===== config.mk =====
export PLATFORM = sky130hd
export DESIGN_NAME = piso_tx
export DESIGN_NICKNAME = d
export VERILOG_FILES = /design/src/rtl/piso_pkg.sv /design/src/rtl/piso_hold_buf.sv /design/src/rtl/piso_tx.sv
export SDC_FILE = /design/constraint.sdc
export NUM_CORES = 1
export LEC_CHECK = 0
export BUFFER_PORTS_ARGS = -buffer_cell sky130_fd_sc_hd__buf_4
export CORE_MARGIN = 2
export CORE_UTILIZATION = 30
export CTS_BUF_LIST = sky130_fd_sc_hd__clkbuf_16
export CTS_CLUSTER_SIZE = 8
export DETAILED_ROUTE_END_ITERATION = 16
export HOLD_SLACK_MARGIN = 0.1
export SKIP_CTS_REPAIR_TIMING = 1
export SLEW_MARGIN = 25
export SYNTH_ARGS = -nofsm -noshare
export SYNTH_HDL_FRONTEND = slang
export SYNTH_SLANG_ARGS = --single-unit

===== constraint.sdc =====
create_clock -name clk -period 1.5 [get_ports clk]
set_input_delay 0.15 -clock clk [delete_from_list [all_inputs] [get_ports clk]]
set_output_delay 0.15 -clock clk [all_outputs]
set_load 0.005 [all_outputs]

===== src/rtl/piso_pkg.sv =====
// rtl/piso_pkg.sv - shared types and helpers for the parallel-in/serial-out transmitter
package piso_pkg;

  typedef enum logic {IDLE, SHIFT} piso_state_e;

  function automatic int cnt_w(input int width);
    return $clog2(width);
  endfunction

endpackage


===== src/rtl/piso_hold_buf.sv =====
// rtl/piso_hold_buf.sv - one-entry holding buffer that lets the next word wait behind the shifter
module piso_hold_buf #(
  parameter int WIDTH = 4
) (
  input  logic             clk,
  input  logic             rst,
  input  logic             wr_en,
  input  logic [WIDTH-1:0] wr_data,
  input  logic             rd_en,
  output logic [WIDTH-1:0] rd_data,
  output logic             full
);

  always_ff @(posedge clk) begin
    if (rst) begin
      full    <= 1'b0;
      rd_data <= '0;
    end else if (wr_en) begin
      full    <= 1'b1;
      rd_data <= wr_data;
    end else if (rd_en) begin
      full    <= 1'b0;
    end
  end

endmodule


===== src/rtl/piso_tx.sv =====
// rtl/piso_tx.sv - word-in, bit-out transmitter with gap-free back-to-back framing
module piso_tx
  import piso_pkg::*;
#(
  parameter int WIDTH     = 4,
  parameter bit MSB_FIRST = 1'b1
) (
  input  logic             clk,
  input  logic             rst,
  input  logic             in_valid,
  output logic             in_ready,
  input  logic [WIDTH-1:0] p_in,
  output logic             out_valid,
  output logic             s_out,
  output logic             out_last,
  output logic             busy
);

  localparam int CW = cnt_w(WIDTH);
  localparam logic [CW-1:0] LAST_CNT = CW'(WIDTH - 1);

  piso_state_e      state;
  logic [CW-1:0]    cnt;
  logic [WIDTH-1:0] shreg;
  logic [WIDTH-1:0] shreg_next;
  logic [WIDTH-1:0] hold_data;
  logic             hold_full;
  logic             xfer;
  logic             last_edge;

  assign xfer      = in_valid & in_ready;
  assign last_edge = (state == SHIFT) && (cnt == LAST_CNT);
  assign shreg_next = MSB_FIRST ? {shreg[WIDTH-2:0], 1'b0} : {1'b0, shreg[WIDTH-1:1]};

  // in_ready comes straight from the hold flag flop, so in_valid never reaches it.
  assign in_ready  = ~hold_full;
  assign out_valid = (state == SHIFT);
  assign s_out     = out_valid & (MSB_FIRST ? shreg[WIDTH-1] : shreg[0]);
  assign out_last  = last_edge;
  assign busy      = (state == SHIFT) | hold_full;

  piso_hold_buf #(.WIDTH(WIDTH)) u_hold (
    .clk     (clk),
    .rst     (rst),
    .wr_en   (xfer && (state == SHIFT) && !last_edge),
    .wr_data (p_in),
    .rd_en   (last_edge && hold_full),
    .rd_data (hold_data),
    .full    (hold_full)
  );

  always_ff @(posedge clk) begin
    if (rst) begin
      state <= IDLE;
      cnt   <= '0;
      shreg <= '0;
    end else begin
      case (state)
        IDLE: begin
          cnt <= '0;
          if (xfer) begin
            shreg <= p_in;
            state <= SHIFT;
          end
        end
        SHIFT: begin
          if (last_edge) begin
            // A held word wins over a word arriving on this same edge.
            cnt <= '0;
            if (hold_full) begin
              shreg <= hold_data;
            end else if (xfer) begin
              shreg <= p_in;
            end else begin
              state <= IDLE;
            end
          end else begin
            shreg <= shreg_next;
            cnt   <= cnt + 1'b1;
          end
        end
        default: begin
          state <= IDLE;
          cnt   <= '0;
        end
      endcase
    end
  end

endmodule


# Yosys cells after proc, flatten, opt, wreduce, memory -nomap -nowiden
# Cells that the tools add are included.
totals:
  input_bits: 7
  wordCells: 30
  reg_bits: 12
  output_inout_bits: 5
classes:
  add_sub_neg: 1
  mux: 12
  n_reduce_logical: 6
  n_bitwise: 5
  n_eq_ne: 1
op_table:
  columns: ["operator", "n"]
  rows:
  - ["two-way mux 4 bit", 3]
  - ["one-hot mux 4 bit (2 select lines)", 1]
  - ["two-way mux 1 bit", 5]
  - ["logical AND 1 bit", 4]
  - ["one-hot mux 2 bit (2 select lines)", 1]
  - ["adder 2 x 1 -> 2 bit, second input constant", 1]
  - ["bitwise AND 1 bit", 2]
  - ["== test 2 bit, second input constant", 1]
  - ["two-way mux 2 bit", 1]
  - ["inverter 1 bit", 2]
  - ["one-hot mux 1 bit (2 select lines)", 1]
  - ["nonzero test 2 bit", 1]
  - ["zero test 1 bit", 1]
  - ["bitwise OR 1 bit", 1]

# Longest topological paths before layout
# Gate-level depths: netlist (run 1).
logic_depth:
  ltp_word: 6
  ltp_mapped: 5
  depth_no_buf: 4

# Modules after synthesis
# From an unflattened synthesis (run 1), not the netlist that was laid out.
unflattened:
  cells_unflattened: 57
  area_unflattened_um2: 543.0
modules_own_cells:
  columns: ["module", "area_per_inst_um2", "cells_per_inst", "seq_area_each_um2", "n_inst"]
  rows:
  - ["piso_tx", 361.6, 40, 140.1, 1]
  - ["piso_hold_buf", 181.4, 17, 100.1, 1]

# Worst setup path after synthesis (run 1)
# Ideal clock, no wire load.
synth_timing:
  kind: "register -> register"
  startpoint: "register cnt[0]"
  endpoint: "register u_hold.rd_data[0]"
  stages_incl_launch_ff: 6
  path_buffers: 1
  required_ps: 1383
  arrival_ps: 1154
  path_slack_ps: 229
  synth_period_minus_slack_ps: 1271
  setup_time_ps: 117
  cell_sequence: "dfxtp_1 > ha_1 > and4bb_1 > buf_6 > mux2i_1 > nor2_1"
synth_between:
  elab_chain_cells: 4
synth_lines:
  columns: ["item", "line", "rtl"]
  rows:
  - ["start, declared", "piso_tx.sv:23", "logic [CW-1:0] cnt;"]
  - ["start signal, assigned", "piso_tx.sv:79", "cnt <= cnt + 1'b1;"]
  - ["== test 2 bit", "piso_tx.sv:32", "assign last_edge = (state == SHIFT) && (cnt == LAST_CNT);"]
  - ["logical AND 1 bit", "piso_tx.sv:32", null]
  - ["zero test 1 bit", "piso_tx.sv:45", ".wr_en (xfer && (state == SHIFT) && !last_edge),"]
  - ["logical AND 1 bit", "piso_tx.sv:45", null]
  - ["end signal, assigned", "piso_hold_buf.sv:20", "rd_data <= wr_data;"]
  - ["end, declared", "piso_hold_buf.sv:10", "output logic [WIDTH-1:0] rd_data,"]
# Every way passes these cells.
# A chain may end at the register's enable or synchronous reset.

# Worst setup path in the final report (run 1)
layout_timing:
  startpoint: "register cnt[0]"
  endpoint: "output port out_last"
layout_between:
  elab_chain_cells: 2
layout_lines:
  columns: ["item", "line", "rtl"]
  rows:
  - ["== test 2 bit", "piso_tx.sv:32", null]
  - ["logical AND 1 bit", "piso_tx.sv:32", null]
  - ["end, declared", "piso_tx.sv:15", "output logic out_last,"]
# Every way passes these cells.

==> results.md, run 1 <==
- Worst Slack Setup Final: about 100 ps
- Arrival @ worst endpoint: around 1300 ps
- Initial DRT Pass Iterations: 4
- Worst-skew pair later-pin latency: 240 ps
- Post-Place Setup Slack: 192.1 ps
- Root buf cell: clkbuf_16
- CP delay by family, top: flip-flops
- Initial antenna violation count: 0
- Routed wire length: ~1100 µm
- Buf/Inv on CP: 2
- IO Count: 12
- Die Y-Extent: roughly 48 µm
- Delay of the slowest cell on the worst path: 310 ps
- Cell total after placement: 95
- Total power: 0.9351 mW
- Yosys top cell area share: 41.92%
- Most numerous cell in the Yosys netlist: dfxtp_1
- Final min period: 1400 ps
- Setup_tns: 0 ps
- Fin crit share: about 93%
- Worst clock skew: 4.609 ps
- Vias in the first global route: 390
- Inserted Diodes: 0
- I/O Buffers: 11
- Nets: 83
- Final core utilization: a little over two fifths
- Final GP Congestion: just under 0.8
- Pin count of the biggest net entering global routing: 13
- Final setup fails: 0
- CP max-delay cell: dfxtp_1
- Leak: 0.3221 nW
- Top FF cell, synth: dfxtp_1
- Antenna viol nets, final: 0
- Setup crit start kind: flop
- Pins Over Slew Limit: 0
- Layout cell share with drive strength beyond 1: between 30% and 40%
- Top cell by count, worst path: buf_4
- Status: finished clean
- DPL Wire Length: 808.2 µm
- Via Count: 473
- Routed len/inst: approximately 11 µm
- GRT Residual Overflow: 0
- Worst path required time: 1350 ps
- Maximum fanout along the worst path: 8
- Post-synth cell types: 25
- Syn_area_per_cell: about 9.4 µm²
- CP Cell Sequence: ha_1 > buf_4 > and2_2 > buf_4
- Area leader, netlist: dfxtp_1
- Register-to-Register Path Depth: 4
- Area of the mapped netlist: around 570 µm²
- Die width: between 40 and 50 µm
- Area growth syn-to-layout: 31.22%
- Iteration-0 DRC count of the detailed router: 3
- Clock-pin slew on the worst setup and hold paths: 40 ps
- Die area: 2276 µm²
- Top post-synthesis cells by count: dfxtp_1, mux2i_1, a21oi_1, nor2_1, o22ai_1
- Fraction of registers with async set/reset: 0%
- Min-Delay Path Class: in2reg
- # DRC: 0
- GRT Total Usage: approximately 12%
- CTS tree: done
- Max Clock Freq: roughly 700 MHz
- Clk sinks: 12
- Fin cells: between 90 and 100
- Maximum vdd ir drop: about 690 µV
- Design Area, Final: ~750 µm²
- H-tree levels: 1
- Mapped Nets: between 60 and 70
- RSZ-0062 raised after global routing: no
- CP Depth: 4
- Seq/Total Area, Yosys: a little over two fifths
- First-pass GRT wire length: about 1800 µm
- Initial Utilization: between 30% and 40%
- Worst slew pin tran: 336.1 ps
- Clk buf depth: 2
- Final Hold Vio Count: 0
- Synth Warn #: 0
- Post-synthesis register bit count: 12
- TritonCTS Buffers: 3
- Area post-placement: between 600 and 700 µm²
- Pwr Density: ~1200 nW/µm²
- DR vias/cell: approximately 4.8
- Max cap viols: 0
- Crit. End Element: output pin
- Row count: 15
- Mapped Cells: 61
- CP Class: reg2out
- Worst hold slack: between 150 and 200 ps
- Post-synth EDFFs: 0
- Top post-synthesis cells by area: dfxtp_1, mux2i_1, a21oi_1, o22ai_1, and3_2
- Core area: about 1800 µm²
- Relative slew slack: about 78%
- Worst hold stages: 3
layout by cell type, fill, tap and decap left out, drive strengths merged, types with 2 or more instances in the layout:
master / synthesis / routed
o22ai: 4 / 4
a21oi: 5 / 5
dfxtp: 12 / 12
nand2b: 3 / 3
and2: 2 / 2
inv: 2 / 2
nor3: 2 / 2
nor3b: 2 / 2
clkbuf: 0 / 3
mux2i: 7 / 7
buf: 4 / 13
nor2: 5 / 5
nand2: 2 / 2
and3: 3 / 3
cell type report:
cell class,instances,area [µm²]
multi-input cells,43,296.5
well taps,25,31.28
clock buffers,3,75.07
flip-flops and latches,12,240.2
clock inverters,1,3.754
repair buffers,13,97.59
fillers,192,1012
inverters,2,7.507
path summary, 6_finish.rpt:
| path | from | to | slack [ps] |
|---|---|---|---|
| worst max register to register | cnt[0]$_SDFF_PP0_ | u_hold.rd_data[2]$_SDFFE_PP0P_ | 200 |
| worst min-delay path | p_in[0] | u_hold.rd_data[0]$_SDFFE_PP0P_ | 160 |
| worst max-delay path | cnt[0]$_SDFF_PP0_ | out_last | 100 |
| worst min register to register | cnt[0]$_SDFF_PP0_ | cnt[0]$_SDFF_PP0_ | 430 |
power breakdown:
group | total [mW] | internal, mW | leakage [nW] | switching [mW]
Clock | 0.484 | 0.350 | 0.0385 | 0.134
Combinational | 0.0979 | 0.0551 | 0.185 | 0.0428
Sequential | 0.353 | 0.339 | 0.0983 | 0.0140
worst register-to-register path, delay by kind of cell, from the launching register on:
kind / cells / cell delay, ps
simple gates: 2 / 470
fa+ha+maj: 1 / 200
flops: 1 / 310
mux: 1 / 210
logic make-up after synthesis:
family | share of synthesized area (%)
AOI/OAI and AO/OA | 11.57
muxes | 12.23
and+or+nand+nor | 25.77
DFF | 41.92
adders and majority gates | 2.183
buffers and inverters | 6.333
per-layer routing:
layer,routed length [µm],vias up,global-route usage [%]
met2,515,18,16.00
met1,484,212,15.45
met3,95,4,6.792
met5,0,-,0
met4,19,0,6.486
li1,-,239,-
registers in the layout, indices dropped and copies added (netlist names):
name            cells
out_valid           1
cnt                 2
u_hold.rd_data      4
u_hold.full         1
shreg               4
Power figures use the tool's default switching activity.
==> run 2: changes to the inputs <==
==> constraint.sdc (replaced) <==
create_clock -name clk -period 1.45 [get_ports clk]
set_input_delay 0.145 -clock clk [delete_from_list [all_inputs] [get_ports clk]]
set_output_delay 0.145 -clock clk [all_outputs]
set_load 0.005 [all_outputs]
==> run 2 against run 1 <==
Compared with the run above:
- non-clock buffer count is the same
- global-route usage grew 0.25 points
- die area is the same
- critical path type unchanged
- highest routed layer unchanged
==> results.md, run 2 (same netlist as run 1, synthesis figures left out) <==
- Maximum fanout along the worst path: 8 (unchanged)
- Worst clock skew: 2.830 ps (was 4.609 ps)
- Most frequent cells in the layout: buf_4, dfxtp_1, mux2i_1 (unchanged)
- RSZ-0062 raised after global routing: no (unchanged)
- Final min period: approximately 1400 ps
- Power share of the sequential group: 38.0% (was 37.8%)
- # DRC: 0 (unchanged)
- DPL Wire Length: 825.5 µm (was 808.2 µm)
- Power Internal: 0.7664 mW (was 0.7445 mW)
- Top cell by count, worst path: buf_4 (unchanged)
- Initial Utilization: 32.48% (unchanged)
- CP delay by family, top: flip-flops (unchanged)
- CP Cell Sequence: ha_2 > buf_4 > and2_2 > buf_4 (was ha_1 > buf_4 > and2_2 > buf_4)
- Clk buf depth: 2 (unchanged)
- Max cap viols: 0 (unchanged)
- Area growth syn-to-layout: 31.00% (was 31.22%)
- Final setup fails: 0 (unchanged)
- CP max-delay cell: dfxtp_1 (unchanged)
- Layout cell share with drive strength beyond 1: 32.88% (was 31.08%)
- Clock-pin slew on the worst setup and hold paths: 40 ps (about the same)
- GRT Residual Overflow: 0 (unchanged)
- TritonCTS Buffers: 3 (unchanged)
- Design Area, Final: 750.7 µm² (was 752.0 µm²)
- Setup_tns: 0 ps (unchanged)
- IO Count: 12 (unchanged)
- Clk sinks: 12 (unchanged)
- Routed len/inst: 11.42 µm (was 11.27 µm)
- Sw Pwr: 0.1943 mW (was 0.1905 mW)
- Area post-placement: 673.1 µm² (unchanged)
- Nets: 83 (unchanged)
- Maximum vdd ir drop: 719.2 µV (was 691.5 µV)
- Combinational Power Share: 10.5% (about the same)
- CP Class: reg2out (unchanged)
- Most common cell after layout, fill and taps aside: buf_4 (unchanged)
- Die width: 47.71 µm (unchanged)
- GRT Total Usage: 12.36% (was 12.11%)
- Worst-skew pair later-pin latency: 240 ps (about the same)
- Core area: 1764 µm² (unchanged)
- I/O Buffers: 11 (unchanged)
- DR vias/cell: 4.827 (was 4.778)
- Worst path required time: 1310 ps (was 1350 ps)
- Buf/Inv on CP: 2 (unchanged)
- Arrival @ worst endpoint: 1220 ps (was 1250 ps)
- Routed wire length: 1119 µm (was 1116 µm)
- First-pass GRT wire length: 1766 µm (was 1787 µm)
- Die area: 2276 µm² (unchanged)
- Relative slew slack: 78.73% (was 77.56%)
- Final Hold Vio Count: 0 (unchanged)
- Initial DRT Pass Iterations: 4 (unchanged)
- H-tree levels: 1 (unchanged)
- Via Count: 473 (unchanged)
- Worst slew pin tran: 318.6 ps (was 336.1 ps)
- Status: finished clean (unchanged)
- Root buf cell: clkbuf_16 (unchanged)
- Pin count of the biggest net entering global routing: 13 (unchanged)
- Worst hold slack: 154.8 ps (was 158.3 ps)
- Final GP Congestion: 0.7932 (unchanged)
- Pins Over Slew Limit: 0 (unchanged)
- Antenna viol nets, final: 0 (unchanged)
- Initial antenna violation count: 0 (unchanged)
- Leak: 0.3177 nW (was 0.3221 nW)
- Sw frac: 20.23% (was 20.38%)
- Crit. End Element: output pin (unchanged)
- Fin crit share: 94.45%
- Delay of the slowest cell on the worst path: 310 ps (about the same)
- Die Y-Extent: 47.71 µm (unchanged)
- Min-Delay Path Class: in2reg (unchanged)
- Vias in the first global route: 386 (was 390)
- Setup crit start kind: flop (unchanged)
- Row count: 15 (unchanged)
- Biggest regs: shreg x4, u_hold.rd_data x4, cnt x2 (unchanged)
- Pwr Density: 1280 nW/µm² (was 1243 nW/µm²)
- Iteration-0 DRC count of the detailed router: 5 (was 3)
- CTS tree: done (unchanged)
- Max Clock Freq: 730.2 MHz
- Inserted Diodes: 0 (unchanged)
- Clock power frac: 51.5% (was 51.8%)
## run 2: changes by cell type in the layout (fill, tap and decap cells not counted), sizes merged
cell / before / now
clkinv: 1 / 0
## run 2: final timing paths
kind | to | cells after the start | startpoint | slack [ps]
hold / removal | u_hold.rd_data[0]$_SDFFE_PP0P_ | 3 | p_in[0] | 150
hold reg to reg | cnt[0]$_SDFF_PP0_ | 1 | cnt[0]$_SDFF_PP0_ | 430
setup reg to reg | u_hold.rd_data[2]$_SDFFE_PP0P_ | 4 | cnt[0]$_SDFF_PP0_ | 170
setup / recovery | out_last | 4 | cnt[0]$_SDFF_PP0_ | 80
## run 2: final cells by class
type	instances	area, µm²
clock buffer	3	75.07
fill	192	1013
inverter	2	7.507
multi-input combinational	43	299.0
sequential	12	240.2
tap	25	31.28
timing repair buffer	13	97.59
## run 2: worst reg2reg max path: stages, from the launching register on
cell and delay (ps):
dfxtp_1 310, ha_2 180, and4bb_1 410, mux2i_1 220, nor2_1 50
## run 2: routing by layer
layer,global-route usage [%],routed length [µm]
met3,6.792,106
met1,15.53,472
met5,0,0
met2,15.20,505
met4,9.730,36
## run 2: power by group through the flow
stage	logic (mW)	registers [mW]	clock network, mW
global placement	0.101	0.370	0
CTS	0.103	0.365	0.514
floorplan	0.0728	0.364	0
detailed placement	0.102	0.370	0
finish	0.101	0.365	0.494
global route	0.115	0.367	0.530
## run 2: stage by stage
stage	total power [mW]	cells	utilization, %	setup WS (ps)
2_1_floorplan	0.4366	61	-	179.0
3_3_place_gp	0.4718	95	38.16	176.7
3_5_place_dp	0.4727	95	38.16	132.2
4_1_cts	0.9813	98	42.41	37.45
5_1_grt	1.013	98	42.55	28.53
6_report	0.9608	98	42.55	80.46
